--- config.mk ---
export PLATFORM = sky130hd
export DESIGN_NAME = sys_axi_master_flat
export DESIGN_NICKNAME = d
export VERILOG_FILES = /design/src/rtl/sys_axi_master_if.sv /design/src/rtl/sys_axi_master.sv /design/src/flat_wrapper.sv
export SDC_FILE = /design/constraint.sdc
export NUM_CORES = 1
export LEC_CHECK = 0
export ABC_AREA = 1
export CORE_ASPECT_RATIO = 1.25
export CORE_UTILIZATION = 30
export DETAILED_ROUTE_END_ITERATION = 12
export DONT_BUFFER_PORTS = 1
export GPL_TIMING_DRIVEN = 0
export PLACE_DENSITY = 0.45
export REMOVE_ABC_BUFFERS = 1
export SYNTH_ARGS = -nofsm -noshare
export SYNTH_HDL_FRONTEND = slang
export SYNTH_SLANG_ARGS = --single-unit
--- constraint.sdc ---
create_clock -name axi_clk_i -period 3.8 [get_ports axi_clk_i]
set_input_delay 0.95 -clock axi_clk_i [delete_from_list [all_inputs] [get_ports axi_clk_i]]
set_output_delay 0.95 -clock axi_clk_i [all_outputs]
set_load 0.1 [all_outputs]
--- src/rtl/sys_axi_master_if.sv ---
// Bundles the system-bus request/response signals and the AXI3 master
// channels used by sys_axi_master.
//   master : view of sys_axi_master (takes sys requests, drives AXI).
//   slave  : view of whatever sits around it (requester plus AXI slave).
// The *_o / *_i suffixes follow the master's point of view on both modports.
// axi_bid_i, axi_rid_i and axi_rlast_i exist only for the environment. The
// master issues single-beat transfers with one fixed ID, so it never reads them.
interface sys_axi_master_if #(
  parameter int AXI_DW = 32,
  parameter int AXI_AW = 32,
  parameter int AXI_IW = 8
);
  localparam int AXI_SW = AXI_DW / 8;

  // system bus
  logic [AXI_AW-1:0] sys_addr_i;
  logic [AXI_DW-1:0] sys_wdata_i;
  logic [AXI_SW-1:0] sys_sel_i;
  logic              sys_wen_i;
  logic              sys_ren_i;
  logic [AXI_DW-1:0] sys_rdata_o;
  logic              sys_ack_o;
  logic              sys_err_o;

  // write address channel
  logic [AXI_IW-1:0] axi_awid_o;
  logic [AXI_AW-1:0] axi_awaddr_o;
  logic [3:0]        axi_awlen_o;
  logic [2:0]        axi_awsize_o;
  logic [1:0]        axi_awburst_o;
  logic [1:0]        axi_awlock_o;
  logic [3:0]        axi_awcache_o;
  logic [2:0]        axi_awprot_o;
  logic              axi_awvalid_o;
  logic              axi_awready_i;

  // write data channel
  logic [AXI_IW-1:0] axi_wid_o;
  logic [AXI_DW-1:0] axi_wdata_o;
  logic [AXI_SW-1:0] axi_wstrb_o;
  logic              axi_wlast_o;
  logic              axi_wvalid_o;
  logic              axi_wready_i;

  // write response channel
  logic [AXI_IW-1:0] axi_bid_i;
  logic [1:0]        axi_bresp_i;
  logic              axi_bvalid_i;
  logic              axi_bready_o;

  // read address channel
  logic [AXI_IW-1:0] axi_arid_o;
  logic [AXI_AW-1:0] axi_araddr_o;
  logic [3:0]        axi_arlen_o;
  logic [2:0]        axi_arsize_o;
  logic [1:0]        axi_arburst_o;
  logic [1:0]        axi_arlock_o;
  logic [3:0]        axi_arcache_o;
  logic [2:0]        axi_arprot_o;
  logic              axi_arvalid_o;
  logic              axi_arready_i;

  // read data channel
  logic [AXI_IW-1:0] axi_rid_i;
  logic [AXI_DW-1:0] axi_rdata_i;
  logic [1:0]        axi_rresp_i;
  logic              axi_rlast_i;
  logic              axi_rvalid_i;
  logic              axi_rready_o;

  modport master (
    input  sys_addr_i, sys_wdata_i, sys_sel_i, sys_wen_i, sys_ren_i,
    output sys_rdata_o, sys_ack_o, sys_err_o,
    output axi_awid_o, axi_awaddr_o, axi_awlen_o, axi_awsize_o, axi_awburst_o,
           axi_awlock_o, axi_awcache_o, axi_awprot_o, axi_awvalid_o,
    input  axi_awready_i,
    output axi_wid_o, axi_wdata_o, axi_wstrb_o, axi_wlast_o, axi_wvalid_o,
    input  axi_wready_i,
    input  axi_bresp_i, axi_bvalid_i,
    output axi_bready_o,
    output axi_arid_o, axi_araddr_o, axi_arlen_o, axi_arsize_o, axi_arburst_o,
           axi_arlock_o, axi_arcache_o, axi_arprot_o, axi_arvalid_o,
    input  axi_arready_i,
    input  axi_rdata_i, axi_rresp_i, axi_rvalid_i,
    output axi_rready_o
  );

  modport slave (
    output sys_addr_i, sys_wdata_i, sys_sel_i, sys_wen_i, sys_ren_i,
    input  sys_rdata_o, sys_ack_o, sys_err_o,
    input  axi_awid_o, axi_awaddr_o, axi_awlen_o, axi_awsize_o, axi_awburst_o,
           axi_awlock_o, axi_awcache_o, axi_awprot_o, axi_awvalid_o,
    output axi_awready_i,
    input  axi_wid_o, axi_wdata_o, axi_wstrb_o, axi_wlast_o, axi_wvalid_o,
    output axi_wready_i,
    output axi_bid_i, axi_bresp_i, axi_bvalid_i,
    input  axi_bready_o,
    input  axi_arid_o, axi_araddr_o, axi_arlen_o, axi_arsize_o, axi_arburst_o,
           axi_arlock_o, axi_arcache_o, axi_arprot_o, axi_arvalid_o,
    output axi_arready_i,
    output axi_rid_i, axi_rdata_i, axi_rresp_i, axi_rlast_i, axi_rvalid_i,
    input  axi_rready_o
  );
endinterface

--- src/rtl/sys_axi_master.sv ---
// Turns one outstanding system-bus request (write or read) into a single-beat
// AXI3 transaction. It returns a one-cycle ack together with an error flag and,
// for reads, the registered read data.
// Ports:
//   axi_clk_i : clock, rising edge
//   axi_rst_i : asynchronous active-high reset
//   bus       : sys_axi_master_if.master (system request side + AXI channels)
//
// state | meaning
// IDLE  | waiting for sys_wen_i / sys_ren_i
// WREQ  | AW and W offered, each drops on its own handshake
// WRESP | bready high, waiting for the B response
// RREQ  | AR offered until arready
// RRESP | rready high, waiting for the R beat
module sys_axi_master #(
  parameter int          AXI_DW = 32,
  parameter int          AXI_AW = 32,
  parameter int          AXI_IW = 8,
  parameter int unsigned AXI_ID = 0,
  parameter int          TMO_W  = 6
) (
  input  logic             axi_clk_i,
  input  logic             axi_rst_i,
  sys_axi_master_if.master bus
);
  localparam int AXI_SW = AXI_DW / 8;

  typedef enum logic [2:0] {IDLE, WREQ, WRESP, RREQ, RRESP} state_t;

  state_t            state_q, state_d;
  logic              aw_q, aw_d;
  logic              w_q, w_d;
  logic              ar_q, ar_d;
  logic              b_q, b_d;
  logic              r_q, r_d;
  logic              ack_q, ack_d;
  logic              err_q, err_d;
  logic [AXI_DW-1:0] rdata_q, rdata_d;
  logic [AXI_AW-1:0] addr_q, addr_d;
  logic [AXI_DW-1:0] wdata_q, wdata_d;
  logic [AXI_SW-1:0] sel_q, sel_d;
  logic [TMO_W-1:0]  tmo_q, tmo_d;
  logic [TMO_W-1:0]  tmo_nxt;
  logic              tmo_hit;

  // The timeout is judged on the value the counter is about to take. The
  // error ack then leaves the register on the same edge the MSB sets, which
  // is 2^(TMO_W-1) edges after accept.
  assign tmo_nxt = tmo_q + 1'b1;
  assign tmo_hit = tmo_nxt[TMO_W-1];

  always_ff @(posedge axi_clk_i or posedge axi_rst_i) begin
    if (axi_rst_i) begin
      state_q <= IDLE;
      aw_q    <= 1'b0;
      w_q     <= 1'b0;
      ar_q    <= 1'b0;
      b_q     <= 1'b0;
      r_q     <= 1'b0;
      ack_q   <= 1'b0;
      err_q   <= 1'b0;
      rdata_q <= '0;
      addr_q  <= '0;
      wdata_q <= '0;
      sel_q   <= '0;
      tmo_q   <= '0;
    end else begin
      state_q <= state_d;
      aw_q    <= aw_d;
      w_q     <= w_d;
      ar_q    <= ar_d;
      b_q     <= b_d;
      r_q     <= r_d;
      ack_q   <= ack_d;
      err_q   <= err_d;
      rdata_q <= rdata_d;
      addr_q  <= addr_d;
      wdata_q <= wdata_d;
      sel_q   <= sel_d;
      tmo_q   <= tmo_d;
    end
  end

  always_comb begin
    state_d = state_q;
    aw_d    = aw_q;
    w_d     = w_q;
    ar_d    = ar_q;
    ack_d   = 1'b0;
    err_d   = 1'b0;
    rdata_d = rdata_q;
    addr_d  = addr_q;
    wdata_d = wdata_q;
    sel_d   = sel_q;
    tmo_d   = tmo_q;

    unique case (state_q)
      IDLE: begin
        // A write wins over a simultaneous read; the read is simply dropped.
        if (bus.sys_wen_i) begin
          addr_d  = bus.sys_addr_i;
          wdata_d = bus.sys_wdata_i;
          sel_d   = bus.sys_sel_i;
          aw_d    = 1'b1;
          w_d     = 1'b1;
          tmo_d   = '0;
          state_d = WREQ;
        end else if (bus.sys_ren_i) begin
          addr_d  = bus.sys_addr_i;
          ar_d    = 1'b1;
          tmo_d   = '0;
          state_d = RREQ;
        end
      end

      WREQ: begin
        tmo_d = tmo_nxt;
        aw_d  = aw_q & ~bus.axi_awready_i;
        w_d   = w_q & ~bus.axi_wready_i;
        if (tmo_hit) begin
          aw_d    = 1'b0;
          w_d     = 1'b0;
          ack_d   = 1'b1;
          err_d   = 1'b1;
          state_d = IDLE;
        end else if (!aw_d && !w_d) begin
          state_d = WRESP;
        end
      end

      WRESP: begin
        tmo_d = tmo_nxt;
        // A response landing on the timeout edge still completes normally.
        if (bus.axi_bvalid_i) begin
          ack_d   = 1'b1;
          err_d   = bus.axi_bresp_i[1];
          state_d = IDLE;
        end else if (tmo_hit) begin
          ack_d   = 1'b1;
          err_d   = 1'b1;
          state_d = IDLE;
        end
      end

      RREQ: begin
        tmo_d = tmo_nxt;
        ar_d  = ar_q & ~bus.axi_arready_i;
        if (tmo_hit) begin
          ar_d    = 1'b0;
          ack_d   = 1'b1;
          err_d   = 1'b1;
          state_d = IDLE;
        end else if (!ar_d) begin
          state_d = RRESP;
        end
      end

      RRESP: begin
        tmo_d = tmo_nxt;
        if (bus.axi_rvalid_i) begin
          rdata_d = bus.axi_rdata_i;
          ack_d   = 1'b1;
          err_d   = bus.axi_rresp_i[1];
          state_d = IDLE;
        end else if (tmo_hit) begin
          ack_d   = 1'b1;
          err_d   = 1'b1;
          state_d = IDLE;
        end
      end

      default: begin
        aw_d    = 1'b0;
        w_d     = 1'b0;
        ar_d    = 1'b0;
        state_d = IDLE;
      end
    endcase
  end

  // The ready outputs are registered straight from the next state, so they
  // rise in the first cycle of the response phase and clear on leaving it.
  assign b_d = (state_d == WRESP);
  assign r_d = (state_d == RRESP);

  assign bus.sys_rdata_o   = rdata_q;
  assign bus.sys_ack_o     = ack_q;
  assign bus.sys_err_o     = err_q;

  assign bus.axi_awid_o    = AXI_IW'(AXI_ID);
  assign bus.axi_awaddr_o  = addr_q;
  assign bus.axi_awlen_o   = 4'd0;
  assign bus.axi_awsize_o  = 3'($clog2(AXI_SW));
  assign bus.axi_awburst_o = 2'b01;
  assign bus.axi_awlock_o  = 2'b00;
  assign bus.axi_awcache_o = 4'd0;
  assign bus.axi_awprot_o  = 3'd0;
  assign bus.axi_awvalid_o = aw_q;

  assign bus.axi_wid_o     = AXI_IW'(AXI_ID);
  assign bus.axi_wdata_o   = wdata_q;
  assign bus.axi_wstrb_o   = sel_q;
  assign bus.axi_wlast_o   = 1'b1;
  assign bus.axi_wvalid_o  = w_q;

  assign bus.axi_bready_o  = b_q;

  assign bus.axi_arid_o    = AXI_IW'(AXI_ID);
  assign bus.axi_araddr_o  = addr_q;
  assign bus.axi_arlen_o   = 4'd0;
  assign bus.axi_arsize_o  = 3'($clog2(AXI_SW));
  assign bus.axi_arburst_o = 2'b01;
  assign bus.axi_arlock_o  = 2'b00;
  assign bus.axi_arcache_o = 4'd0;
  assign bus.axi_arprot_o  = 3'd0;
  assign bus.axi_arvalid_o = ar_q;

  assign bus.axi_rready_o  = r_q;
endmodule

--- src/flat_wrapper.sv ---
// flat-port wrapper written by rule: the top's interface ports become plain ports
module sys_axi_master_flat 
#(
  parameter int          AXI_DW = 32,
  parameter int          AXI_AW = 32,
  parameter int          AXI_IW = 8,
  parameter int unsigned AXI_ID = 0,
  parameter int          TMO_W  = 6
)
  (axi_clk_i, axi_rst_i, bus_sys_addr_i, bus_sys_wdata_i, bus_sys_sel_i, bus_sys_wen_i, bus_sys_ren_i, bus_sys_rdata_o, bus_sys_ack_o, bus_sys_err_o, bus_axi_awid_o, bus_axi_awaddr_o, bus_axi_awlen_o, bus_axi_awsize_o, bus_axi_awburst_o, bus_axi_awlock_o, bus_axi_awcache_o, bus_axi_awprot_o, bus_axi_awvalid_o, bus_axi_awready_i, bus_axi_wid_o, bus_axi_wdata_o, bus_axi_wstrb_o, bus_axi_wlast_o, bus_axi_wvalid_o, bus_axi_wready_i, bus_axi_bresp_i, bus_axi_bvalid_i, bus_axi_bready_o, bus_axi_arid_o, bus_axi_araddr_o, bus_axi_arlen_o, bus_axi_arsize_o, bus_axi_arburst_o, bus_axi_arlock_o, bus_axi_arcache_o, bus_axi_arprot_o, bus_axi_arvalid_o, bus_axi_arready_i, bus_axi_rdata_i, bus_axi_rresp_i, bus_axi_rvalid_i, bus_axi_rready_o);
  sys_axi_master_if #(.AXI_DW(AXI_DW), .AXI_AW(AXI_AW), .AXI_IW(AXI_IW)) bus_i ();
  input  logic axi_clk_i;
  input  logic axi_rst_i;
  input wire logic [$bits(bus_i.sys_addr_i)-1:0] bus_sys_addr_i;
  input wire logic [$bits(bus_i.sys_wdata_i)-1:0] bus_sys_wdata_i;
  input wire logic [$bits(bus_i.sys_sel_i)-1:0] bus_sys_sel_i;
  input wire logic [$bits(bus_i.sys_wen_i)-1:0] bus_sys_wen_i;
  input wire logic [$bits(bus_i.sys_ren_i)-1:0] bus_sys_ren_i;
  output wire logic [$bits(bus_i.sys_rdata_o)-1:0] bus_sys_rdata_o;
  output wire logic [$bits(bus_i.sys_ack_o)-1:0] bus_sys_ack_o;
  output wire logic [$bits(bus_i.sys_err_o)-1:0] bus_sys_err_o;
  output wire logic [$bits(bus_i.axi_awid_o)-1:0] bus_axi_awid_o;
  output wire logic [$bits(bus_i.axi_awaddr_o)-1:0] bus_axi_awaddr_o;
  output wire logic [$bits(bus_i.axi_awlen_o)-1:0] bus_axi_awlen_o;
  output wire logic [$bits(bus_i.axi_awsize_o)-1:0] bus_axi_awsize_o;
  output wire logic [$bits(bus_i.axi_awburst_o)-1:0] bus_axi_awburst_o;
  output wire logic [$bits(bus_i.axi_awlock_o)-1:0] bus_axi_awlock_o;
  output wire logic [$bits(bus_i.axi_awcache_o)-1:0] bus_axi_awcache_o;
  output wire logic [$bits(bus_i.axi_awprot_o)-1:0] bus_axi_awprot_o;
  output wire logic [$bits(bus_i.axi_awvalid_o)-1:0] bus_axi_awvalid_o;
  input wire logic [$bits(bus_i.axi_awready_i)-1:0] bus_axi_awready_i;
  output wire logic [$bits(bus_i.axi_wid_o)-1:0] bus_axi_wid_o;
  output wire logic [$bits(bus_i.axi_wdata_o)-1:0] bus_axi_wdata_o;
  output wire logic [$bits(bus_i.axi_wstrb_o)-1:0] bus_axi_wstrb_o;
  output wire logic [$bits(bus_i.axi_wlast_o)-1:0] bus_axi_wlast_o;
  output wire logic [$bits(bus_i.axi_wvalid_o)-1:0] bus_axi_wvalid_o;
  input wire logic [$bits(bus_i.axi_wready_i)-1:0] bus_axi_wready_i;
  input wire logic [$bits(bus_i.axi_bresp_i)-1:0] bus_axi_bresp_i;
  input wire logic [$bits(bus_i.axi_bvalid_i)-1:0] bus_axi_bvalid_i;
  output wire logic [$bits(bus_i.axi_bready_o)-1:0] bus_axi_bready_o;
  output wire logic [$bits(bus_i.axi_arid_o)-1:0] bus_axi_arid_o;
  output wire logic [$bits(bus_i.axi_araddr_o)-1:0] bus_axi_araddr_o;
  output wire logic [$bits(bus_i.axi_arlen_o)-1:0] bus_axi_arlen_o;
  output wire logic [$bits(bus_i.axi_arsize_o)-1:0] bus_axi_arsize_o;
  output wire logic [$bits(bus_i.axi_arburst_o)-1:0] bus_axi_arburst_o;
  output wire logic [$bits(bus_i.axi_arlock_o)-1:0] bus_axi_arlock_o;
  output wire logic [$bits(bus_i.axi_arcache_o)-1:0] bus_axi_arcache_o;
  output wire logic [$bits(bus_i.axi_arprot_o)-1:0] bus_axi_arprot_o;
  output wire logic [$bits(bus_i.axi_arvalid_o)-1:0] bus_axi_arvalid_o;
  input wire logic [$bits(bus_i.axi_arready_i)-1:0] bus_axi_arready_i;
  input wire logic [$bits(bus_i.axi_rdata_i)-1:0] bus_axi_rdata_i;
  input wire logic [$bits(bus_i.axi_rresp_i)-1:0] bus_axi_rresp_i;
  input wire logic [$bits(bus_i.axi_rvalid_i)-1:0] bus_axi_rvalid_i;
  output wire logic [$bits(bus_i.axi_rready_o)-1:0] bus_axi_rready_o;
  assign bus_i.sys_addr_i = bus_sys_addr_i;
  assign bus_i.sys_wdata_i = bus_sys_wdata_i;
  assign bus_i.sys_sel_i = bus_sys_sel_i;
  assign bus_i.sys_wen_i = bus_sys_wen_i;
  assign bus_i.sys_ren_i = bus_sys_ren_i;
  assign bus_sys_rdata_o = bus_i.sys_rdata_o;
  assign bus_sys_ack_o = bus_i.sys_ack_o;
  assign bus_sys_err_o = bus_i.sys_err_o;
  assign bus_axi_awid_o = bus_i.axi_awid_o;
  assign bus_axi_awaddr_o = bus_i.axi_awaddr_o;
  assign bus_axi_awlen_o = bus_i.axi_awlen_o;
  assign bus_axi_awsize_o = bus_i.axi_awsize_o;
  assign bus_axi_awburst_o = bus_i.axi_awburst_o;
  assign bus_axi_awlock_o = bus_i.axi_awlock_o;
  assign bus_axi_awcache_o = bus_i.axi_awcache_o;
  assign bus_axi_awprot_o = bus_i.axi_awprot_o;
  assign bus_axi_awvalid_o = bus_i.axi_awvalid_o;
  assign bus_i.axi_awready_i = bus_axi_awready_i;
  assign bus_axi_wid_o = bus_i.axi_wid_o;
  assign bus_axi_wdata_o = bus_i.axi_wdata_o;
  assign bus_axi_wstrb_o = bus_i.axi_wstrb_o;
  assign bus_axi_wlast_o = bus_i.axi_wlast_o;
  assign bus_axi_wvalid_o = bus_i.axi_wvalid_o;
  assign bus_i.axi_wready_i = bus_axi_wready_i;
  assign bus_i.axi_bresp_i = bus_axi_bresp_i;
  assign bus_i.axi_bvalid_i = bus_axi_bvalid_i;
  assign bus_axi_bready_o = bus_i.axi_bready_o;
  assign bus_axi_arid_o = bus_i.axi_arid_o;
  assign bus_axi_araddr_o = bus_i.axi_araddr_o;
  assign bus_axi_arlen_o = bus_i.axi_arlen_o;
  assign bus_axi_arsize_o = bus_i.axi_arsize_o;
  assign bus_axi_arburst_o = bus_i.axi_arburst_o;
  assign bus_axi_arlock_o = bus_i.axi_arlock_o;
  assign bus_axi_arcache_o = bus_i.axi_arcache_o;
  assign bus_axi_arprot_o = bus_i.axi_arprot_o;
  assign bus_axi_arvalid_o = bus_i.axi_arvalid_o;
  assign bus_i.axi_arready_i = bus_axi_arready_i;
  assign bus_i.axi_rdata_i = bus_axi_rdata_i;
  assign bus_i.axi_rresp_i = bus_axi_rresp_i;
  assign bus_i.axi_rvalid_i = bus_axi_rvalid_i;
  assign bus_axi_rready_o = bus_i.axi_rready_o;
  sys_axi_master #(.AXI_DW(AXI_DW), .AXI_AW(AXI_AW), .AXI_IW(AXI_IW), .AXI_ID(AXI_ID), .TMO_W(TMO_W)) u_core (.axi_clk_i(axi_clk_i), .axi_rst_i(axi_rst_i), .bus(bus_i));
endmodule
; ---- After elaboration in Yosys (flattened, before gate mapping)
; Index checks and enable logic that the tools add are counted.
[op_classes]
addsub = 1
n_eq_ne = 10
mux = 31
bitwise = 8
n_reduce_logical = 16
[op_table]
columns = operator, n
row1 = 2-to-1 mux 32 bit, 2
row2 = 2-to-1 mux 3 bit, 9
row3 = one-hot mux 1 bit (3 select lines), 5
row4 = one-hot mux 3 bit (5 select lines), 1
row5 = 2-to-1 mux 6 bit, 2
row6 = one-hot mux 6 bit (2 select lines), 1
row7 = 2-to-1 mux 1 bit, 11
row8 = AND reduction 2 bit, 5
row9 = equality test 3 x 2 -> 1 bit (second input constant), 3
row10 = adder 6 x 1 -> 6 bit (second input constant), 1
row11 = equality test 3 bit (second input constant), 2
row12 = inequality test 2 bit (second input constant), 3
row13 = OR reduction 3 bit, 2
row14 = NOT 1 bit, 5
row15 = nonzero test 2 bit, 2
row16 = OR reduction 4 bit, 1
row17 = bitwise AND 1 bit, 3
row18 = equality test 3 x 1 -> 1 bit (second input constant), 1
row19 = zero test 3 bit, 1
row20 = inequality test 3 bit (second input constant), 1
row21 = AND reduction 3 bit, 1
row22 = zero test 1 bit, 2
row23 = OR reduction 2 bit, 1
row24 = logical AND 1 bit, 1
[word_totals]
register_bits = 116
in_bits = 113
out_inout_bits = 200

; ---- Logic depth before layout (Yosys ltp)
; Gate-level depths: netlist of the first run.
[logic_depth]
ltp_word = 8
mapped_depth = 8
mapped_depth_nobuf = 8

; ---- Least setup slack after synthesis of the first run
; No wires, ideal clock.
[synth_path]
kind = register -> output
from = register u_core.addr_q[0] (netlist: u_core.bus.axi_araddr_o[0])
to = output port bus_axi_awaddr_o[0]
t_arrival_ps = 1340
slack_ps = 1510
stages_incl_launch_ff = 2
cell_sequence = dfrtp_1 > buf_4
[synth_rtl]
columns = element, line_no
row1 = from (decl), sys_axi_master.sv:39  ; logic [AXI_AW-1:0] addr_q, addr_d;
row2 = from (signal assigned), sys_axi_master.sv:77  ; addr_q <= addr_d;
row3 = to (decl), flat_wrapper.sv:23  ; output wire logic [$bits(bus_i.axi_awaddr_o)-1:0] bus_axi_awaddr_o;
; No word-level cell between the ends.

; ---- Final worst setup path of the first run
[layout_path]
from = input port bus_sys_wen_i
to = register u_core.tmo_q[0]
[layout_via]
elab_chain_cells = 2
word_cells_on_any_way = 4
[layout_lines]
columns = element, line_no
row1 = from (decl), flat_wrapper.sv:17  ; input wire logic [$bits(bus_i.sys_wen_i)-1:0] bus_sys_wen_i;
row2 = 2-to-1 mux 6 bit / inequality test 3 bit (equally long branches), --
row3 = one-hot mux 6 bit (2 select lines) / AND reduction 2 bit (equally long branches), --
row4 = to (signal assigned), sys_axi_master.sv:80  ; tmo_q <= tmo_d;
row5 = to (decl), sys_axi_master.sv:42  ; logic [TMO_W-1:0] tmo_q, tmo_d;
; Parallel ways exist; a longest one is shown, timed or not.
; A chain may end at the register's enable or synchronous reset.

==> run_results.csv, run 1 <==
group,metric,value,unit
run_status,outcome,"finished clean",
route,route.detailed.drc,0,
critical_path,required,4.08,ns
synthesis,synth_seq_area_share,0.524,
cells_and_area,finish.instance_area,6040,um2
route,ant_nets,0,
floorplanning,core_area,18100,um2
clock_tree,ctsResizeCount,0,
critical_path,cp-start-kind,"input pin",
synthesis,yosysTopAreaCell,"dfrtp_1",
cells_and_area,post_route_cells_drive_above_1_share,0.128,
global_routing,grt.total_usage,0.137,
cells_and_area,final_cells,861,
critical_path,critPathTopFamily,"simple AND/OR/NAND/NOR gates",
floorplanning,die_w,124,um
route,wl,12800,um
synthesis,avgSynthCellArea,8.49,um2
synthesis,ys_ff_latch,116,
sta,period_share,0.673,
critical_path,r2r_end,"u_core.tmo_q[0]$_DFFE_PP0P_",
sta,setup_slack,1.24,ns
route,routedWlPerCell,14.9,um
route,vias,3876,
cells_and_area,area_delta_synth_final,8.89,%
route,drt_iter0_drc,224,
placement,placed_cell_area,5370,um2
critical_path,reg2regPathDepth,8,
clock_tree,cts_tree,"yes",
critical_path,crit_slowest_cell,"or2_1",
clock_tree,clock_latency,0.41,ns
sta,rsz0062_at_grt,"no",
placement,port_buffers,0,
sta,hold_viol_final,0,
critical_path,path_buf_inv,1,
sta,fin_hold_ws,0.405,ns
critical_path,cp_num_cells,6,
synthesis,syn_area,5540,um2
synthesis,synth.top_cells.by_area,"dfrtp_1, nand2_1, buf_4, nand3_1, buf_2",
cells_and_area,antenna_cells,0,
route,first_pass_iters,4,
sta,setup_viol,0,
clock_tree,clockRootBuffer,"clkbuf_16",
placement,gp_congestion,0.808,
clock_tree,cts_made_buffers,17,
floorplanning,num_rows,55,
clock_tree,cts_max_path_buffers,2,
floorplanning,start_util,0.306,
critical_path,slowest_delay,0.91,ns
sta,slew_headroom,0.176,
floorplanning,die_area,19000,um2
critical_path,crit_path_max_fanout,39,
clock_tree,cts.sinks,116,
hold_path,hp-class,"in2async",
critical_path,worst-r2r-setup-slack,1.49,ns
synthesis,synth_top_area_share,0.524,
synthesis,netlist_instances,653,
synthesis,ys_warn_count,0,
critical_path,endpoint_kind,"register",
synthesis,yosysUniqueCellTypes,26,
placement,dp_hpwl,9000,um
global_routing,grt_pass1_wl,19700,um
placement,pre_cts_ws,0.767,ns
floorplanning,die_h,154,um
global_routing,antenna_found_initial,0,
sta,fmax,391,MHz
global_routing,gr-total-overflow,0,
cells_and_area,num-nets-final,734,
critical_path,worst-setup-path-type,"in2reg",
floorplanning,pin_count,313,
sta,tightestPinTransition,1.24,ns
sta,fin_skew,0.0111,ns
route,avgViaCountPerCell,4.50,
global_routing,first_global_vias,3702,
critical_path,r2r-start,"u_core.state_q[1]$_DFF_PP0_",
critical_path,crit_chain,"or2_1 -> nand2_4 -> nand2_2 -> inv_1 -> nand2_1 -> o21ai_0",
global_routing,grt_max_degree,73,
clock_tree,hold_buffers,0,
critical_path,crit_arrival,2.83,ns
clock_tree,h-tree-depth,4,
job,drv_cap,0,
placement,dp_cells,829,
sta,finalCriticalPeriod,2.56,ns
clock_tree,post-cts-setup-buffers,0,
clock_tree,path_clk_slew,0.06,ns
sta,slew_violations,0,
-- synthesized netlist by cell type, drive strengths merged --
cell type,instances
or2,1
nand2,271
o21bai,1
nand4,1
a21oi,8
inv,22
o211ai,1
dfrtp,116
ha,1
conb,2
buf,119
nand3,78
clkbuf,1
o21ai,9
xor2,2
nand3b,1
o22ai,1
nor2,18
-- layout make-up --
type                            instances  area [um2]
Multi-Input combinational cell        454        1920
Sequential cell                       116        2940
Timing Repair Buffer                    9         139
Clock inverter                         14         223
Clock buffer                           18         439
Tap cell                              228         285
Fill cell                            1891       12100
Inverter                               22        90.1
-- kinds of logic after synthesis --
logic type               Yosys count  synth area share
adder cells (fa/ha/maj)            1           0.00226
XOR/XNOR                           2           0.00316
AO/OA/AOI/OAI                     20            0.0192
AND/OR/NAND/NOR                  370             0.280
buffers and inverters            142             0.170
flip-flops                       116             0.524
other                              2           0.00135
-- worst max-delay path by stage --
stage | from | endpoint | slack [ns]
finish | bus_sys_wen_i | u_core.tmo_q[0]$_DFFE_PP0P_ | 1.24
global route | bus_sys_wen_i | u_core.tmo_q[0]$_DFFE_PP0P_ | 1.03
CTS | bus_sys_wen_i | u_core.tmo_q[0]$_DFFE_PP0P_ | 1.21
detailed placement | bus_sys_wen_i | u_core.tmo_q[4]$_DFFE_PP0P_ | 0.77
global placement | axi_rst_i | u_core.bus.axi_wdata_o[3]$_DFFE_PP0P_ | -1.43
floorplan | axi_rst_i | u_core.bus.axi_araddr_o[0]$_DFFE_PP0P_ | -0.22
-- routing by layer --
layer,vias up,share of wire,GRT usage
met4,0,0.029,0.0757
met3,26,0.073,0.0386
met5,-,0,0
met2,208,0.53,0.234
li1,1822,-,-
met1,1820,0.37,0.150
-- flip-flops by register name, indices dropped and copies added (netlist names) --
register and flops:
u_core.bus.axi_araddr_o 32, u_core.bus.axi_arvalid_o 1, u_core.bus.axi_awvalid_o 1, u_core.bus.axi_bready_o 1, u_core.bus.axi_rready_o 1, u_core.bus.axi_wdata_o 32
u_core.bus.axi_wstrb_o 4, u_core.bus.axi_wvalid_o 1, u_core.bus.sys_ack_o 1, u_core.bus.sys_err_o 1, u_core.bus.sys_rdata_o 32, u_core.state_q 3
u_core.tmo_q 6
-- through the flow --
| step | TNS (ns) | util |
|---|---|---|
| 3_3_place_gp | -163.90 | 0.287 |
| 2_1_floorplan | -25.80 | - |
| 3_5_place_dp | 0 | 0.297 |
| 6_report | 0 | 0.333 |
| 4_1_cts | 0 | 0.333 |
| 5_1_grt | 0 | 0.333 |
-- layout by cell type, fill, tap and decap left out, types with 2 or more instances in the layout --
cell type / n
bufinv_16: 5
clkinvlp_4: 2
dfrtp_2: 32
dfrtp_1: 84
nand2_4: 4
clkinv_4: 2
buf_1: 3
clkbuf_16: 17
a21oi_1: 8
o21ai_0: 9
nand2_1: 266
inv_6: 5
inv_1: 18
nand3_1: 78
conb_1: 61
nor2_1: 16
xor2_1: 2
inv_2: 2
buf_12: 5
Power of run 1 is left out: the tool's default activity adds up to more than one toggle a clock period on the data nets, which glitch-free logic cannot reach.
==> run 2, diff against run 1 <==
==> constraint.sdc (replaced) <==
create_clock -name axi_clk_i -period 2.24 [get_ports axi_clk_i]
set_input_delay 0.56 -clock axi_clk_i [delete_from_list [all_inputs] [get_ports axi_clk_i]]
set_output_delay 0.56 -clock axi_clk_i [all_outputs]
set_load 0.1 [all_outputs]
==> run_results.csv, run 2 (same netlist as run 1, synthesis figures left out) <==
group,metric,value,unit
run_status,outcome,"finished clean",
clock_tree,clockRootBuffer,"clkbuf_16",
route,route.detailed.drc,0,
cells_and_area,antenna_cells,0,
critical_path,crit_chain,"nor2_4 -> nand2_4 -> inv_8 -> nand2_4 -> nand2_2 -> inv_1 -> nand2_1 -> o21ai_0",
cells_and_area,area_delta_synth_final,8.98,%
critical_path,crit_arrival,2.28,ns
placement,dp_cells,829,
route,avgViaCountPerCell,4.49,
cells_and_area,num-nets-final,734,
global_routing,gr-total-overflow,0,
clock_tree,cts_made_buffers,17,
job,drv_cap,0,
sta,finalCriticalPeriod,2.00,ns
route,routedWlPerCell,15.0,um
cells_and_area,post_route_cells_drive_above_1_share,0.130,
critical_path,critPathMostFrequentCell,"nand2_4",
placement,gp_congestion,0.808,
route,vias,3865,
global_routing,antenna_found_initial,0,
critical_path,slowest_delay,0.44,ns
placement,port_buffers,0,
cells_and_area,layout_commonest_cell,"nand2_1",
sta,period_share,0.895,
sta,slew_headroom,0.348,
clock_tree,path_clk_slew,0.06,ns
critical_path,crit_path_max_fanout,72,
global_routing,grt.total_usage,0.138,
sta,slew_violations,0,
clock_tree,hold_buffers,0,
clock_tree,cts.sinks,116,
cells_and_area,final_cells,861,
sta,hold_viol_final,0,
critical_path,worst-setup-path-type,"reg2reg",
clock_tree,post-cts-setup-buffers,0,
critical_path,crit_slowest_cell,"dfrtp_1",
route,wl,12900,um
sta,setup_viol,0,
cells_and_area,regArea,2940,um2
clock_tree,h-tree-depth,4,
sta,fin_hold_ws,0.0162,ns
global_routing,grt_pass1_wl,19800,um
cells_and_area,nFillCells,1888,
cells_and_area,multi_input_area,1920,um2
global_routing,first_global_vias,3708,
cells_and_area,layout_common_cells,"nand2_1, dfrtp_1, nand3_1, conb_1, dfrtp_2",
clock_tree,cts_tree,"yes",
route,ant_nets,0,
floorplanning,pin_count,313,
critical_path,cp-start-kind,"register",
clock_tree,cts_max_path_buffers,2,
floorplanning,die_h,154,um
clock_tree,clock_latency,0.41,ns
sta,tightestPinTransition,0.978,ns
hold_path,hp-class,"in2async",
route,first_pass_iters,4,
global_routing,grt_max_degree,73,
sta,fmax,499,MHz
critical_path,endpoint_kind,"register",
placement,dp_hpwl,9000,um
critical_path,required,2.52,ns
route,drt_iter0_drc,205,
floorplanning,die_area,19000,um2
floorplanning,core_area,18100,um2
sta,fin_skew,0.0108,ns
floorplanning,num_rows,55,
floorplanning,die_w,124,um
sta,rsz0062_at_grt,"no",
floorplanning,start_util,0.306,
run 2: cell types whose count changed in the layout (fill, tap and decap cells not counted):
cell and change:
or2_2 +1, or2_1 -1, inv_8 +1, inv_4 -1
run 2: worst max-delay path: cells and delay by family (launching register included):
family                 cells  cell delay (ns)
and+or+nand+nor            5             0.94
DFF                        1             0.44
buffers and inverters      2             0.40
AOI/OAI and AO/OA          1             0.08
run 2: layout make-up:
type | count | share of cell area
Inverter | 22 | 0.0157
Timing Repair Buffer | 9 | 0.0230
Tap cell | 228 | 0.0472
Sequential cell | 116 | 0.487
Clock inverter | 14 | 0.0369
Clock buffer | 18 | 0.0727
Multi-Input combinational cell | 454 | 0.317
run 2: worst paths after layout:
kind	cells after the start	start	end	slack [ns]
max in group asynchronous	2	axi_rst_i	u_core.bus.axi_wdata_o[15]$_DFFE_PP0P_	1.50
min	1	axi_rst_i	u_core.bus.sys_rdata_o[2]$_DFFE_PP0P_	0.02
min reg2reg	2	u_core.tmo_q[4]$_DFFE_PP0P_	u_core.tmo_q[4]$_DFFE_PP0P_	0.55
min in group axi_clk_i	2	bus_axi_rdata_i[2]	u_core.bus.sys_rdata_o[2]$_DFFE_PP0P_	0.27
max reg2reg	8	u_core.state_q[1]$_DFF_PP0_	u_core.tmo_q[0]$_DFFE_PP0P_	0.24
max	8	u_core.state_q[1]$_DFF_PP0_	u_core.tmo_q[0]$_DFFE_PP0P_	0.24
run 2: metal layers:
layer | share of wire | vias up | GRT usage
met5 | 0 | - | 0
met4 | 0.027 | 0 | 0.0740
met3 | 0.072 | 25 | 0.0386
met2 | 0.53 | 204 | 0.239
met1 | 0.37 | 1819 | 0.150
li1 | - | 1817 | -
run 2: what timing repair did:
item,in CTS,in global routing
pin swaps,0,0
setup endpoints to repair,6,4
gates resized for setup,1,2
endpoints found under the hold margin,0,0
cloned,0,0
run 2: stage by stage:
| stage | setup WS (ns) | cell area, um2 | setup TNS, ns | utilization |
|---|---|---|---|---|
| 2_1_floorplan | -1.39 | 4900 | -161.52 | - |
| 3_3_place_gp | -2.60 | 5190 | -303.85 | 0.287 |
| 5_1_grt | 0.0263 | 6040 | 0 | 0.334 |
| 4_1_cts | 0.0257 | 6040 | 0 | 0.334 |
| 3_5_place_dp | -0.403 | 5370 | -6.57 | 0.297 |
| 6_report | 0.236 | 6040 | 0 | 0.334 |
Power of run 2 is left out for the same reason.
